<file path="src/rtl/fifo_write_arbiter_pkg.sv">
// Shared types and width helpers for the round-robin FIFO write arbiter.
package fifo_write_arbiter_pkg;

  typedef enum logic {ARB_IDLE, ARB_GRANT} arb_state_e;

  localparam int DEF_NUM_REQ    = 4;
  localparam int DEF_DATA_WIDTH = 8;
  localparam int DEF_MAX_BURST  = 4;

  function automatic int calc_id_w(input int num_req);
    return (num_req > 1) ? $clog2(num_req) : 1;
  endfunction

  // One extra bit so the counter can hold MAX_BURST itself.
  function automatic int calc_cnt_w(input int max_burst);
    return $clog2(max_burst) + 1;
  endfunction

endpackage

</file>
<file path="src/rtl/fifo_write_arbiter_if.sv">
// Requester-side handshake plus FIFO write port seen by the arbiter.
interface fifo_write_arbiter_if
  import fifo_write_arbiter_pkg::*;
#(
  parameter int NUM_REQ    = DEF_NUM_REQ,
  parameter int DATA_WIDTH = DEF_DATA_WIDTH
);
  logic [NUM_REQ-1:0]            req_valid;
  logic [NUM_REQ-1:0]            req_last;
  logic [NUM_REQ*DATA_WIDTH-1:0] req_data;
  logic [NUM_REQ-1:0]            req_ready;
  logic                          full_ind;
  logic                          fifo_wenable;
  logic [DATA_WIDTH-1:0]         fifo_wdata;

  modport master (
    output req_valid, req_last, req_data, full_ind,
    input  req_ready, fifo_wenable, fifo_wdata
  );

  modport slave (
    input  req_valid, req_last, req_data, full_ind,
    output req_ready, fifo_wenable, fifo_wdata
  );
endinterface

</file>
<file path="src/rtl/fifo_write_arbiter_picker.sv">
// Round-robin pick: first set request strictly after 'last', wrapping around.
module rr_priority_picker #(
  parameter int NUM_REQ = 4,
  parameter int ID_W    = 2
) (
  input  logic [NUM_REQ-1:0] req,
  input  logic [ID_W-1:0]    last,
  output logic               any,
  output logic [ID_W-1:0]    idx
);
  logic [2*NUM_REQ-1:0] masked;

  assign any = |req;

  // Doubled request vector with everything up to and including 'last' masked off.
  always_comb begin
    for (int j = 0; j < 2*NUM_REQ; j++) begin
      masked[j] = req[j % NUM_REQ] && (j > int'(last));
    end
  end

  always_comb begin
    idx = '0;
    for (int j = 2*NUM_REQ-1; j >= 0; j--) begin
      if (masked[j]) idx = ID_W'(j % NUM_REQ);
    end
  end
endmodule

</file>
<file path="src/rtl/fifo_write_arbiter.sv">
// Shares one FIFO write port between NUM_REQ requesters, round robin, bursts capped at MAX_BURST.
module fifo_write_arbiter
  import fifo_write_arbiter_pkg::*;
#(
  parameter int NUM_REQ    = DEF_NUM_REQ,
  parameter int DATA_WIDTH = DEF_DATA_WIDTH,
  parameter int MAX_BURST  = DEF_MAX_BURST,
  parameter int ID_W       = calc_id_w(NUM_REQ),
  parameter int CNT_W      = calc_cnt_w(MAX_BURST)
) (
  input  logic                 clk_in,
  input  logic                 areset_b,
  fifo_write_arbiter_if.slave  bus,
  input  logic                 flush,
  output logic                 grant_valid,
  output logic [ID_W-1:0]      grant_id,
  output logic [CNT_W-1:0]     beat_cnt
);
  arb_state_e            state, state_n;
  logic [ID_W-1:0]       grant_id_n, last_grant, last_grant_n, pick_idx;
  logic [CNT_W-1:0]      beat_cnt_n;
  logic                  pick_any, accept_ok, beat, sel_valid, sel_last;
  logic [DATA_WIDTH-1:0] sel_data;

  rr_priority_picker #(.NUM_REQ(NUM_REQ), .ID_W(ID_W)) u_picker (
    .req  (bus.req_valid),
    .last (last_grant),
    .any  (pick_any),
    .idx  (pick_idx)
  );

  assign grant_valid = (state == ARB_GRANT);
  assign accept_ok   = grant_valid && !bus.full_ind && !flush;

  always_comb begin
    bus.req_ready = '0;
    sel_valid     = 1'b0;
    sel_last      = 1'b0;
    sel_data      = '0;
    for (int i = 0; i < NUM_REQ; i++) begin
      if (grant_id == ID_W'(i)) begin
        bus.req_ready[i] = accept_ok;
        sel_valid        = bus.req_valid[i];
        sel_last         = bus.req_last[i];
        sel_data         = bus.req_data[i*DATA_WIDTH +: DATA_WIDTH];
      end
    end
  end

  assign beat             = accept_ok && sel_valid;
  assign bus.fifo_wenable = beat;
  assign bus.fifo_wdata   = beat ? sel_data : '0;

  always_ff @(posedge clk_in or negedge areset_b) begin
    if (!areset_b) begin
      state      <= ARB_IDLE;
      grant_id   <= '0;
      last_grant <= ID_W'(NUM_REQ-1);
      beat_cnt   <= '0;
    end else begin
      state      <= state_n;
      grant_id   <= grant_id_n;
      last_grant <= last_grant_n;
      beat_cnt   <= beat_cnt_n;
    end
  end

  always_comb begin
    state_n      = state;
    grant_id_n   = grant_id;
    last_grant_n = last_grant;
    beat_cnt_n   = beat_cnt;
    case (state)
      ARB_IDLE: begin
        if (!flush && pick_any) begin
          state_n      = ARB_GRANT;
          grant_id_n   = pick_idx;
          last_grant_n = pick_idx;
        end
      end
      ARB_GRANT: begin
        if (flush) begin
          state_n = ARB_IDLE;
        end else if (beat) begin
          beat_cnt_n = beat_cnt + 1'b1;
          if (sel_last || beat_cnt == CNT_W'(MAX_BURST-1)) state_n = ARB_IDLE;
        end else if (!sel_valid) begin
          // Requester withdrew mid-grant; full_ind alone never releases.
          state_n = ARB_IDLE;
        end
      end
      default: state_n = ARB_IDLE;
    endcase
    if (state_n == ARB_IDLE) beat_cnt_n = '0;
  end
endmodule

</file>
<file path="src/flat_wrapper.sv">
// flat-port wrapper written by rule: the top's interface ports become plain ports
module fifo_write_arbiter_flat import fifo_write_arbiter_pkg::*;
#(
  parameter int NUM_REQ    = DEF_NUM_REQ,
  parameter int DATA_WIDTH = DEF_DATA_WIDTH,
  parameter int MAX_BURST  = DEF_MAX_BURST,
  parameter int ID_W       = calc_id_w(NUM_REQ),
  parameter int CNT_W      = calc_cnt_w(MAX_BURST)
)
  (clk_in, areset_b, flush, grant_valid, grant_id, beat_cnt, bus_req_valid, bus_req_last, bus_req_data, bus_full_ind, bus_req_ready, bus_fifo_wenable, bus_fifo_wdata);
  fifo_write_arbiter_if #(.NUM_REQ(NUM_REQ), .DATA_WIDTH(DATA_WIDTH)) bus_i ();
  input  logic clk_in;
  input  logic areset_b;
  input  logic flush;
  output logic grant_valid;
  output logic [ID_W-1:0] grant_id;
  output logic [CNT_W-1:0] beat_cnt;
  input wire logic [$bits(bus_i.req_valid)-1:0] bus_req_valid;
  input wire logic [$bits(bus_i.req_last)-1:0] bus_req_last;
  input wire logic [$bits(bus_i.req_data)-1:0] bus_req_data;
  input wire logic [$bits(bus_i.full_ind)-1:0] bus_full_ind;
  output wire logic [$bits(bus_i.req_ready)-1:0] bus_req_ready;
  output wire logic [$bits(bus_i.fifo_wenable)-1:0] bus_fifo_wenable;
  output wire logic [$bits(bus_i.fifo_wdata)-1:0] bus_fifo_wdata;
  assign bus_i.req_valid = bus_req_valid;
  assign bus_i.req_last = bus_req_last;
  assign bus_i.req_data = bus_req_data;
  assign bus_i.full_ind = bus_full_ind;
  assign bus_req_ready = bus_i.req_ready;
  assign bus_fifo_wenable = bus_i.fifo_wenable;
  assign bus_fifo_wdata = bus_i.fifo_wdata;
  fifo_write_arbiter #(.NUM_REQ(NUM_REQ), .DATA_WIDTH(DATA_WIDTH), .MAX_BURST(MAX_BURST), .ID_W(ID_W), .CNT_W(CNT_W)) u_core (.clk_in(clk_in), .areset_b(areset_b), .bus(bus_i), .flush(flush), .grant_valid(grant_valid), .grant_id(grant_id), .beat_cnt(beat_cnt));
endmodule
</file>
<file path="config.mk">
export PLATFORM = sky130hd
export DESIGN_NAME = fifo_write_arbiter_flat
export DESIGN_NICKNAME = d
export VERILOG_FILES = /design/src/rtl/fifo_write_arbiter_pkg.sv /design/src/rtl/fifo_write_arbiter_if.sv /design/src/rtl/fifo_write_arbiter_picker.sv /design/src/rtl/fifo_write_arbiter.sv /design/src/flat_wrapper.sv
export SDC_FILE = /design/constraint.sdc
export NUM_CORES = 1
export LEC_CHECK = 0
export CORE_MARGIN = 2
export CORE_UTILIZATION = 30
export CTS_CLUSTER_SIZE = 20
export DETAILED_ROUTE_END_ITERATION = 6
export GPL_TIMING_DRIVEN = 0
export PLACE_DENSITY = 0.79
export SYNTH_ARGS = -nofsm -noshare
export SYNTH_HDL_FRONTEND = slang
export SYNTH_HIERARCHICAL = 1
export SYNTH_SLANG_ARGS = --single-unit
</file>
<file path="constraint.sdc">
create_clock -name clk_in -period 1.8 [get_ports clk_in]
set_clock_uncertainty 0.15 [all_clocks]
set_input_delay 0.36 -clock clk_in [delete_from_list [all_inputs] [get_ports clk_in]]
set_output_delay 0.36 -clock clk_in [all_outputs]
set_load 0.005 [all_outputs]
</file>
==> impl_results.md <==
- Synth-to-layout area growth: 107%
- Grt met1 use: 23.4%
- Initial antenna violation count: 0
- Hold-fix buffers, CTS: 0
- CP Max Fanout: 3
- Fillers: 185
- Worst slew pin tran: between 300 and 400 ps
- Insertion delay to the later sink of the worst-skew pair: between 200 and 300 ps
- CTS tree: yes
- IO Port Bufs: a little over 60
- Initial Utilization: about a third
- Peak supply drop: roughly 0.62 mV
- Pwr dens: between 900 and 1000 mW/mm^2
- Final Instance Count excl. Fillers: around 190
- Startpoint types: flop
- Largest area contributor in the netlist: mux4_2
- Failing checks: setup timing
- DR vias/cell: between 5 and 6
- Vias in the first global route: roughly 930
- Cells after DPL: around 170
- Tot Pwr: between 1.5 and 2 mW
- Worst EP arrival: between 1500 and 2000 ps
- Clk slew on worst S/H paths: about 60 ps
- Smallest hold slack: between 200 and 250 ps
- Final hold vios: 0
- Busiest grt layer: met2
- Clock Sinks: 8
- Slew headroom: 76.6%
- Num CTS Buffers: 3
- Synth Register Bits: 8
- Crit path kind: flop to primary output
- Area fraction of the dominant cell type after synthesis: 24.7%
- Syn Inst Count: 75
- Ys flop type: dfrtp_1
- Fin nets: 203
- Cell Area, Synth: 821 sq um
- Initial drt markers: 40
- Final slew viol count: 0
- H-tree depth: 1
- Final Cycle Share: 128%
- FP Rows: 18
- Largest net degree at the start of global routing: 11
- Worst min-delay path category: primary input to async pin
- Core area: about 0.0025 sq mm
- Max Cap Viol: 0
- CP peak stage delay: ~520 ps
- HPWL after detailed placement: around 2100 microns
- DIE HEIGHT: approximately 56 microns
- Worst Setup End Kind: primary output
- Met3 Usage GRT: about 2.5%
- Avg WL per Cell: approximately 15 microns
- Commonest non-fill, non-tap cells in the layout: clkdlybuf4s50_1, buf_2, buf_6, mux4_2, nor2b_1
- Fmax: 433 MHz
- Ranking of synthesized cells by area: mux4_2, dfrtp_1, nor2b_1, dfstp_2, mux2i_1
- Placer congestion estimate: approximately 0.80
- First-pass DRT Iterations: 4
- Post-synthesis sequential area ratio: 24.7%
- Number of synthesized flops with an enable pin: 0
- Pleak: approximately 0.70 nW
- Routed WL: approximately 2900 microns
- Slowest cell on the critical path: or4b_4
- Syn_nets: 121
- Commonest non-fill, non-tap cell in the layout: clkdlybuf4s50_1
- GR Util met2: a little under a third
- CP Cell Sequence: or4b_4 > o22a_4 > buf_4 > nor2b_1 > buf_2
- Status: finished with violations
- Die outline width: around 56 microns
- Critical Path RT: 1290 ps
- Setup TNS: -5110 ps
- Die footprint: 0.00317 sq mm
- RSZ-0062 raised after global routing: true
- Vias: approximately 940
- Cell variety after synth: 27
- Async SR Flop Fraction: 100%
- Total GRT Usage: a little under a fifth
- Setup WS post-layout: -510 ps
- Tmin final: roughly 2300 ps
- I/O pin count: between 60 and 70
- Setup violations, final: 16
- # DRC: 0
- First-pass GRT wire length: approximately 4500 microns
- Antenna-violating nets left: 0
- Synthesis Warnings: 6
- Root Driver: clkbuf_4
- Longest Clk Path Bufs: 2
- Aggregate global routing overflow: 0
- # diodes: 0
- Layout cells sized above 1: between 40% and 50%
- Synthesized area per cell: 10.9 sq um
stage by stage:
stage | area, sq um | util [%] | setup slack (ps)
floorplan | 823 | - | -51.7
global placement | 1480 | 58.2 | -1100
detailed placement | 1480 | 58.2 | -1130
CTS | 1630 | 64.2 | -525
global route | 1700 | 66.8 | -557
finish | 1700 | 66.8 | -510
flip-flops by register name, summed over array words and instances, names as in the netlist:
name                count
u_core/beat_cnt         3
u_core/grant_id         2
u_core/grant_valid      1
u_core/last_grant       2
cell families (layout without fill, tap and decap cells):
| kind of cell | count (synthesis) | in the layout | synth area share [%] |
|---|---|---|---|
| compound gates | 11 | 12 | 10.1 |
| simple gates | 29 | 29 | 23.3 |
| fa+ha+maj | 2 | 2 | 3.05 |
| buf+inv | 9 | 89 | 5.18 |
| mux | 16 | 16 | 33.7 |
| flops | 8 | 8 | 24.7 |
path summary, 6_finish.rpt:
kind	startpoint	end	slack, ps	cells past startpoint
min in group clk_in	u_core/beat_cnt[0]	u_core/beat_cnt[0]	370	1
worst min register to register	u_core/beat_cnt[0]	u_core/beat_cnt[0]	370	1
worst max-delay path	u_core/grant_id[1]	bus_fifo_wdata[0]	-510	5
worst max register to register	u_core/grant_id[1]	u_core/beat_cnt[0]	-110	6
max in group asynchronous	areset_b	u_core/last_grant[1]	960	1
worst min-delay path	areset_b	u_core/beat_cnt[1]	230	1
where the power goes:
part	total, mW	leakage [nW]	internal [mW]	switching [mW]
clock	0.141	0.0150	0.0845	0.0570
combinational	1.17	0.586	0.725	0.443
sequential	0.317	0.0983	0.259	0.0584
total	1.63	0.699	1.07	0.559
area by class of cell:
type	count	area, sq um	share of cell area, %
inverter	6	22.5	1.32
timing repair buffer	76	704	41.4
buffer	3	36.3	2.13
tap	30	37.5	2.21
multi-input combinational	59	669	39.4
clock buffer	4	26.3	1.55
sequential	8	204	12.0
cells in the mapped netlist (3+ instances only):
cell type / instances
mux4_2: 9
nor2b_1: 9
nor2_1: 6
inv_1: 6
nand2b_1: 3
mux2i_1: 4
dfrtp_1: 6
a21oi_1: 4
o22ai_1: 3
mux2_2: 3
nand2_1: 4
critical path, delay by kind of cell (launching register included):
| family | cells | cell delay, ps |
|---|---|---|
| compound gates | 1 | 290 |
| flops | 1 | 400 |
| buf+inv | 2 | 250 |
| simple gates | 2 | 620 |
routing by layer:
metal	vias to the layer above	share of wire (%)
met1	438	43
li1	448	-
met4	0	1.0
met3	4	6.5
met5	-	0
met2	49	50
repair_timing:
item | CTS | global route
endpoints found under the setup margin | 16 | 21
pin swaps | 7 | 4
gates cloned | 1 | 0
buffers inserted | 13 | 2
resized for setup | 71 | 18
(Power assumes the default switching activity.)
